File: config.mk
export PLATFORM = sky130hd
export DESIGN_NAME = capture_port_sequencer_flat
export DESIGN_NICKNAME = d
export VERILOG_FILES = /design/src/rtl/capture_port_sequencer_if.sv /design/src/rtl/capture_port_sequencer.sv /design/src/flat_wrapper.sv
export SDC_FILE = /design/constraint.sdc
export NUM_CORES = 1
export LEC_CHECK = 0
export BUFFER_PORTS_ARGS = -buffer_cell sky130_fd_sc_hd__buf_2
export CAP_MARGIN = 10
export CORE_MARGIN = 4
export CORE_UTILIZATION = 45
export DETAILED_ROUTE_END_ITERATION = 8
export GPL_ROUTABILITY_DRIVEN = 1
export GPL_TIMING_DRIVEN = 0
export HOLD_SLACK_MARGIN = 0.15
export PLACE_DENSITY = 0.68
export SYNTH_ARGS = -nofsm -noshare
export SYNTH_HDL_FRONTEND = slang
export SYNTH_SLANG_ARGS = --single-unit
File: constraint.sdc
create_clock -name clk -period 3.55 [get_ports clk]
set_input_delay 0.1775 -clock clk [delete_from_list [all_inputs] [get_ports clk]]
set_output_delay 0.1775 -clock clk [all_outputs]
set_load 0.05 [all_outputs]
File: src/rtl/capture_port_sequencer_if.sv
// RAM port and Nios read handshake bundle for the capture port sequencer.
// The sequencer side (master) drives the RAM address, the write enable and the
// Nios acknowledges. The requester/RAM side (slave) drives the Nios request.
interface capture_port_sequencer_if #(
    parameter int ADDR_W = 12
);
    logic              nios_req;
    logic [ADDR_W-1:0] nios_addr;
    logic              nios_ack;
    logic              nios_rvalid;
    logic [ADDR_W-1:0] ram_addr;
    logic              ram_wren;

    modport master (
        input  nios_req,
        input  nios_addr,
        output nios_ack,
        output nios_rvalid,
        output ram_addr,
        output ram_wren
    );

    modport slave (
        output nios_req,
        output nios_addr,
        input  nios_ack,
        input  nios_rvalid,
        input  ram_addr,
        input  ram_wren
    );
endinterface

File: src/rtl/capture_port_sequencer.sv
// Sequencer for the shared single-address port of the load-circuit sample RAMs.
// It captures one block of ADC samples per request, paced by the ADC
// chip-select strobe. Outside capture, it arbitrates reads between the GUI
// raster scan (priority) and Nios software reads.
module capture_port_sequencer #(
    parameter int ADDR_W   = 12,
    parameter int GUI_STEP = 4,
    parameter int GUI_LAST = 1615
) (
    input  logic                        clk,
    input  logic                        rst_n,
    input  logic                        i_cs_strobe,
    input  logic                        i_take_sample,
    input  logic                        i_gui_enable,
    capture_port_sequencer_if.master    bus,
    output logic                        o_capture_busy,
    output logic                        o_capture_done,
    output logic [ADDR_W-1:0]           o_sample_count
);

    typedef enum logic [1:0] {
        ST_IDLE    = 2'd0,
        ST_CAPTURE = 2'd1,
        ST_DONE    = 2'd2
    } state_t;

    localparam logic [ADDR_W-1:0] LP_LAST_ADDR = '1;
    localparam logic [ADDR_W-1:0] LP_ONE       = ADDR_W'(1);
    localparam logic [ADDR_W-1:0] LP_GUI_STEP  = ADDR_W'(GUI_STEP);
    localparam logic [ADDR_W-1:0] LP_GUI_LAST  = ADDR_W'(GUI_LAST);

    logic [1:0]        r_rst_sync;
    logic              w_rst_n;
    logic [1:0]        r_cs_sync;
    logic [1:0]        r_take_sync;
    logic              r_cs_prev;
    state_t            r_state;
    logic [ADDR_W-1:0] r_sample_count;
    logic [ADDR_W-1:0] r_gui_addr;
    logic [ADDR_W-1:0] r_ram_addr;
    logic              r_ram_wren;
    logic              r_nios_ack;
    logic              r_nios_rvalid;

    logic              w_cs_rise;
    logic              w_take_s;
    logic              w_arb_en;
    state_t            w_state_next;
    logic [ADDR_W-1:0] w_count_next;
    logic [ADDR_W-1:0] w_gui_next;
    logic [ADDR_W-1:0] w_ram_addr_next;
    logic              w_ram_wren_next;
    logic              w_nios_ack_next;

    // Reset asserts immediately but releases only on a clock edge.
    always_ff @(posedge clk or negedge rst_n) begin
        if (!rst_n) r_rst_sync <= 2'b00;
        else        r_rst_sync <= {r_rst_sync[0], 1'b1};
    end

    assign w_rst_n = r_rst_sync[1];

    // Two-flop synchronisers for the asynchronous strobe and switch, plus the
    // delayed strobe copy used for rising-edge detection.
    always_ff @(posedge clk or negedge w_rst_n) begin
        if (!w_rst_n) begin
            r_cs_sync   <= 2'b00;
            r_take_sync <= 2'b00;
            r_cs_prev   <= 1'b0;
        end else begin
            r_cs_sync   <= {r_cs_sync[0], i_cs_strobe};
            r_take_sync <= {r_take_sync[0], i_take_sample};
            r_cs_prev   <= r_cs_sync[1];
        end
    end

    assign w_cs_rise = r_cs_sync[1] & ~r_cs_prev;
    assign w_take_s  = r_take_sync[1];

    // State, counters and registered RAM-port outputs.
    always_ff @(posedge clk or negedge w_rst_n) begin
        if (!w_rst_n) begin
            r_state        <= ST_IDLE;
            r_sample_count <= '0;
            r_gui_addr     <= '0;
            r_ram_addr     <= '0;
            r_ram_wren     <= 1'b0;
            r_nios_ack     <= 1'b0;
            r_nios_rvalid  <= 1'b0;
        end else begin
            r_state        <= w_state_next;
            r_sample_count <= w_count_next;
            r_gui_addr     <= w_gui_next;
            r_ram_addr     <= w_ram_addr_next;
            r_ram_wren     <= w_ram_wren_next;
            r_nios_ack     <= w_nios_ack_next;
            r_nios_rvalid  <= r_nios_ack;
        end
    end

    // GUI raster address: cleared while the read area is inactive, otherwise
    // steps and wraps once it has reached the threshold.
    always_comb begin
        w_gui_next = '0;
        if (i_gui_enable) begin
            if (r_gui_addr >= LP_GUI_LAST) w_gui_next = '0;
            else                           w_gui_next = r_gui_addr + LP_GUI_STEP;
        end
    end

    // Capture sequencing and port arbitration; reads are only served when not
    // capturing, GUI first, and a Nios read is never re-acked while in flight.
    always_comb begin
        w_state_next    = r_state;
        w_count_next    = r_sample_count;
        w_ram_addr_next = r_ram_addr;
        w_ram_wren_next = 1'b0;
        w_nios_ack_next = 1'b0;
        w_arb_en        = 1'b0;

        case (r_state)
            ST_IDLE: begin
                w_arb_en = 1'b1;
                if (w_take_s) begin
                    w_state_next = ST_CAPTURE;
                    w_count_next = '0;
                end
            end
            ST_CAPTURE: begin
                if (!w_take_s) begin
                    // Abort wins over a coincident strobe edge.
                    w_state_next = ST_IDLE;
                    w_count_next = '0;
                end else if (w_cs_rise) begin
                    w_ram_addr_next = r_sample_count;
                    w_ram_wren_next = 1'b1;
                    w_count_next    = r_sample_count + LP_ONE;
                    if (r_sample_count == LP_LAST_ADDR) w_state_next = ST_DONE;
                end
            end
            ST_DONE: begin
                w_arb_en = 1'b1;
                if (!w_take_s) w_state_next = ST_IDLE;
            end
            default: begin
                w_state_next = ST_IDLE;
                w_count_next = '0;
            end
        endcase

        if (w_arb_en) begin
            if (i_gui_enable) begin
                w_ram_addr_next = r_gui_addr;
            end else if (bus.nios_req && !r_nios_ack) begin
                w_ram_addr_next = bus.nios_addr;
                w_nios_ack_next = 1'b1;
            end
        end
    end

    assign bus.ram_addr    = r_ram_addr;
    assign bus.ram_wren    = r_ram_wren;
    assign bus.nios_ack    = r_nios_ack;
    assign bus.nios_rvalid = r_nios_rvalid;
    assign o_capture_busy  = (r_state == ST_CAPTURE);
    assign o_capture_done  = (r_state == ST_DONE);
    assign o_sample_count  = r_sample_count;

endmodule

File: src/flat_wrapper.sv
// flat-port wrapper written by rule: the top's interface ports become plain ports
module capture_port_sequencer_flat 
#(
    parameter int ADDR_W   = 12,
    parameter int GUI_STEP = 4,
    parameter int GUI_LAST = 1615
)
  (clk, rst_n, i_cs_strobe, i_take_sample, i_gui_enable, o_capture_busy, o_capture_done, o_sample_count, bus_nios_req, bus_nios_addr, bus_nios_ack, bus_nios_rvalid, bus_ram_addr, bus_ram_wren);
  capture_port_sequencer_if #(.ADDR_W(ADDR_W)) bus_i ();
  input  logic clk;
  input  logic rst_n;
  input  logic i_cs_strobe;
  input  logic i_take_sample;
  input  logic i_gui_enable;
  output logic o_capture_busy;
  output logic o_capture_done;
  output logic [ADDR_W-1:0] o_sample_count;
  input wire logic [$bits(bus_i.nios_req)-1:0] bus_nios_req;
  input wire logic [$bits(bus_i.nios_addr)-1:0] bus_nios_addr;
  output wire logic [$bits(bus_i.nios_ack)-1:0] bus_nios_ack;
  output wire logic [$bits(bus_i.nios_rvalid)-1:0] bus_nios_rvalid;
  output wire logic [$bits(bus_i.ram_addr)-1:0] bus_ram_addr;
  output wire logic [$bits(bus_i.ram_wren)-1:0] bus_ram_wren;
  assign bus_i.nios_req = bus_nios_req;
  assign bus_i.nios_addr = bus_nios_addr;
  assign bus_nios_ack = bus_i.nios_ack;
  assign bus_nios_rvalid = bus_i.nios_rvalid;
  assign bus_ram_addr = bus_i.ram_addr;
  assign bus_ram_wren = bus_i.ram_wren;
  capture_port_sequencer #(.ADDR_W(ADDR_W), .GUI_STEP(GUI_STEP), .GUI_LAST(GUI_LAST)) u_core (.clk(clk), .rst_n(rst_n), .i_cs_strobe(i_cs_strobe), .i_take_sample(i_take_sample), .i_gui_enable(i_gui_enable), .bus(bus_i), .o_capture_busy(o_capture_busy), .o_capture_done(o_capture_done), .o_sample_count(o_sample_count));
endmodule
# [Word-level counts from Yosys, hierarchy flattened]
# Cells that the tools add are included.
[word_totals] reg_bits=48
[classes] add_sub_neg=2 n_lt_le_gt_ge=1 eq_ne=7 mux=25 bitwise_logic=3 reduce_logical=6
[op_table] operator="12-bit two-way mux" count=11
[op_table] operator="12-bit one-hot mux with 3 select lines" count=1
[op_table] operator="12-bit by 1-bit adder with 12-bit output (second input constant)" count=1
[op_table] operator="12-bit by 3-bit adder with 12-bit output (second input constant)" count=1
[op_table] operator="12-bit == test (second input constant)" count=1
[op_table] operator="12-bit by 11-bit greater-or-equal comparator with 1-bit output (second input constant)" count=1
[op_table] operator="2-bit two-way mux" count=5
[op_table] operator="1-bit two-way mux" count=7
[op_table] operator="3-bit inequality test (second input constant)" count=2
[op_table] operator="2-bit one-hot mux with 3 select lines" count=1
[op_table] operator="4-bit AND reduction" count=1
[op_table] operator="3-bit AND reduction" count=1
[op_table] operator="2-bit by 1-bit == test with 1-bit output (second input constant)" count=1
[op_table] operator="2-bit == test (second input constant)" count=1
[op_table] operator="2-bit zero test" count=1
[op_table] operator="2-bit by 1-bit inequality test with 1-bit output (second input constant)" count=1
[op_table] operator="2-bit inequality test (second input constant)" count=1
[op_table] operator="1-bit NOT" count=2
[op_table] operator="2-bit OR reduction" count=1
[op_table] operator="1-bit bitwise AND" count=1
[op_table] operator="1-bit logical AND" count=1
[op_table] operator="1-bit zero test" count=1

# [Logic depth before layout (Yosys ltp)]
[depth] word_depth=8 ltp_mapped=9 mapped_depth_nobuf=6

# [Worst setup path after synthesis]
# OpenSTA, ideal clock, no wires.
[synth_path] path_kind="reg-to-reg" startpoint="register u_core.r_sample_count[6], in the netlist u_core.o_sample_count[6]" endpoint="register u_core.r_sample_count[11], in the netlist u_core.o_sample_count[11]" setup_time_ns=0.142 arrival_ns=1.599 t_required_ns=3.408 slack_ns=1.808 stages_incl_launch_ff=7 synth_period_minus_slack_ns=1.742 path_cell_list="dfrtp_1 > clkbuf_1 > and4_1 > nand2_1 > nor4_1 > xnor2_1 > nor2_1"
[synth_via] elab_chain_cells=4
[synth_lines] element="from (decl)" line_no="capture_port_sequencer.sv:38" source="logic [ADDR_W-1:0] r_sample_count;"
[synth_lines] element="from (signal assigned)" line_no="capture_port_sequencer.sv:92" source="r_sample_count <= w_count_next;"
[synth_lines] element="12-bit by 1-bit adder with 12-bit output" line_no="capture_port_sequencer.sv:137" source="w_count_next = r_sample_count + LP_ONE;"
[synth_lines] element="12-bit two-way mux" line_no="capture_port_sequencer.sv:134" source="end else if (w_cs_rise) begin"
[synth_lines] element="12-bit two-way mux" line_no="capture_port_sequencer.sv:130" source="if (!w_take_s) begin"
[synth_lines] element="12-bit one-hot mux with 3 select lines" line_no="capture_port_sequencer.sv:121" source="case (r_state)"
# Every way passes these cells. The select of a mux whose other input is x is not followed.
# A chain may end at the register's enable or synchronous reset.

# [Worst setup path in the final report]
[layout_path] startpoint="register u_core.r_state[0]" endpoint="output port o_capture_busy"
[layout_via] elab_chain_cells=1
[layout_lines] element="from (decl)" line_no="capture_port_sequencer.sv:37" source="state_t r_state;"
[layout_lines] element="from (signal assigned)" line_no="capture_port_sequencer.sv:91" source="r_state <= w_state_next;"
[layout_lines] element="2-bit by 1-bit == test with 1-bit output" line_no="capture_port_sequencer.sv:165" source="assign o_capture_busy = (r_state == ST_CAPTURE);"
[layout_lines] element="to (decl)" line_no="flat_wrapper.sv:15" source="output logic o_capture_busy;"
# Every way passes these cells.

==> reports/metrics.yaml <==
insertion_delay_ns: 0.29
p_leak_nw: 1.187
max_cap_violations: 0
ys_ff_latch: 46
ios: 47
synth_top_area_share_pct: 55.06
routabilityCongestion: 0.7799
hold_violations: 0
via_per_inst: 5.505
post_synth.cell_area_avg_sq_um: 10.30
setup.worst_path.start_class: "flip-flop"
crit_type: "reg -> out"
end_kind: "output port"
crit_family: "buffers and inverters"
drv_slew: 0
timing.fmax_ghz: 0.5397
vdd_drop_max_mv: 0.2458
diodes: 0
rsz0062_at_grt: "no"
design.die.area_sq_um: 5800
cp_max_fo: 10
place_area_sq_um: 2407
drtAntennaViolNets: 0
timing.hold.ws_ns: 0.1854
tightest_slew_ns: 0.8047
portBuffers: 46
synthToLayoutAreaGrowth_pct: 21.90
nets: 282
outcome: "finished, final reports clean"
slowest_stage: "clkbuf_1"
grt_pass1_wl_mm: 8.300
n_fill_cell: 401
synth_nets: 223
path_clk_slew_ns: 0.08
routedWlPerCell_um: 15.40
p_sw_uw: 313.6
fin_util_pct: 57.74
drive_above_1_share_pct: 25.86
track_usage_pct: 17.33
tritoncts: "built"
drtPass1Iterations: 4
synth_area_sq_um: 2091
comb_power_share_pct: 16.8
power.density_nw_per_um2: 421.0
finalSetupTns_ns: 0
yosysSeqAreaShare_pct: 55.06
worst_slack_ns: 1.697
synth_cells: 203
worstPathCellList: "buf_2 > inv_1 > clkbuf_1 > nor2_1 > buf_2"
pwr-share-clk_pct: 30.4
critPathMaxStageDelay_ns: 0.39
cp.required_ns: 3.37
seqPwrFrac_pct: 52.8
place_inst: 302
stdcell_count: 315
fin_area_sq_um: 2549
grt_max_degree: 30
cp.arrival_ns: 1.68
dr_total_vias: 1734
ys_warn_count: 0
slew_headroom_pct: 45.97
setup_viol_count_final: 0
drt-total-wl_mm: 4.852
switching_share_pct: 29.22
yosysTopAreaCell: "dfrtp_1"
dp_slack_ns: 1.834
fp-row-count: 24
cts_root_buf: "clkbuf_8"
cts_buffer_depth: 2
antenna_found_initial: 0
die_w_um: 76.16
initial_core_util_pct: 47.36
core_sq_um: 4414
dp_hpwl_mm: 3.565
grt_pass1_vias: 1764
drt_iter0_markers: 121
numCtsBuffers: 5
power_mw: 1.073
cts_max_level: 2
cp_num_buf_inv: 4
internal_power_uw: 759.5
hold_class: "in -> async"
fin_crit_sh_pct: 52.19
gr-total-overflow: 0
drc: 0
die_h_um: 76.16
finClkSkew_ns: 0.004223
fin_crit_ns: 1.853
synth.top_cells.by_area: "dfrtp_1 55%, nand2_1 5.6%, a32oi_1 4.2%"
cts.sinks: 46
post_cts_buffers: 0
yosysUniqueCellTypes: 38
cpMostUsedCell: "buf_2"
-- timing repair --
item / in CTS / in global routing
hold buffers: 5 / 0
hold endpoints to repair: 6 / 0
resized for setup: 0 / 0
-- area by class of cell --
type	count	area, sq um	area share [%]
buffer	10	70.07	2.749
multi-input combinational	142	850.8	33.38
sequential	46	1152	45.21
tap	52	65.06	2.553
clock inverter	1	5.005	0.1964
clock buffer	7	86.33	3.387
inverter	5	18.77	0.7364
timing repair buffer	52	300.3	11.78
-- state kept, by name (all words and copies together) (netlist names), 2 cells and up --
name and cells:
u_core.r_gui_addr 10, u_core.r_rst_sync 2, u_core.r_state 2, u_core.r_cs_sync 2, u_core.bus.ram_addr 12, u_core.o_sample_count 12, u_core.r_take_sync 2
-- synthesized netlist by cell type, drive strengths merged --
| master | n |
|---|---|
| and3 | 1 |
| mux2 | 2 |
| ha | 2 |
| nor4 | 2 |
| or3 | 1 |
| clkinv | 1 |
| nand3 | 11 |
| a22o | 4 |
| a21boi | 1 |
| buf | 6 |
| a21o | 2 |
| o21ai | 6 |
| clkbuf | 4 |
| conb | 2 |
| o22ai | 9 |
| xnor2 | 8 |
| o41ai | 1 |
| nor2b | 4 |
| nor3 | 3 |
| nor3b | 1 |
| or2 | 2 |
| nand2b | 2 |
| nand4b | 2 |
| and4 | 1 |
| a21oi | 4 |
| dfrtp | 46 |
| inv | 4 |
| xor2 | 5 |
| nand2 | 32 |
| a31oi | 2 |
| o2111ai | 1 |
| a32oi | 10 |
| nor2 | 21 |
-- worst reg2reg max path: stages, from the launching register on --
cell       delay (ns)
dfrtp_1          0.44
nor2b_4          0.13
buf_6            0.13
o2111ai_1        0.27
nor4_1           0.41
xnor2_1          0.16
nor2_1           0.05
-- worst paths after layout --
check,slack (ns),to,startpoint,cells past startpoint
setup / recovery,1.70,o_capture_busy,u_core.r_state[0]$_DFFE_PN0P_,5
hold / removal,0.19,u_core.r_rst_sync[1]$_DFF_PN0_,rst_n,2
setup reg to reg,1.83,u_core.o_sample_count[11]$_DFFE_PN0P_,u_core.r_state[1]$_DFFE_PN0P_,6
hold reg to reg,0.19,u_core.r_gui_addr[3]$_DFF_PN0_,u_core.r_rst_sync[1]$_DFF_PN0_,0
max in group asynchronous,2.88,u_core.bus.ram_addr[0]$_DFF_PN0_,u_core.r_rst_sync[1]$_DFF_PN0_,1
min in group clk,0.19,u_core.r_gui_addr[9]$_DFF_PN0_,i_gui_enable,3
-- layer usage --
layer / global-route usage (%) / part of all wire, % / vias to the layer above
met5: 0 / 0 / -
li1: - / - / 829
met3: 4.846 / 5.8 / 8
met2: 26.28 / 46 / 50
met1: 23.77 / 46 / 847
met4: 6.119 / 1.4 / 0
-- kinds of logic (layout without fill, tap and decap cells) --
group / count (synthesis) / after routing / synth area share, %
flops: 46 / 46 / 55.06
mux: 2 / 2 / 1.436
compound gates: 40 / 40 / 13.46
buf+inv: 15 / 75 / 4.248
xor+xnor: 13 / 13 / 5.446
fa+ha+maj: 2 / 2 / 1.197
other cells: 2 / 2 / 0.3592
simple gates: 83 / 83 / 18.79
-- layout by cell type (no fill, tap or decap), drive strengths merged, types with 6 or more instances in the layout --
master	count
buf	53
dfrtp	46
nand2	32
nor2	21
nand3	11
clkbuf	11
a32oi	10
o22ai	9
xnor2	8
o21ai	6
-- power by group through the flow --
stage | sequential [mW] | clock [mW] | combinational [mW]
3_3_place_gp | 0.582 | 0 | 0.165
6_report | 0.566 | 0.327 | 0.180
5_1_grt | 0.571 | 0.360 | 0.194
3_5_place_dp | 0.577 | 0 | 0.176
2_1_floorplan | 0.643 | 0 | 0.0572
4_1_cts | 0.567 | 0.335 | 0.181
(Power assumes the default switching activity.)
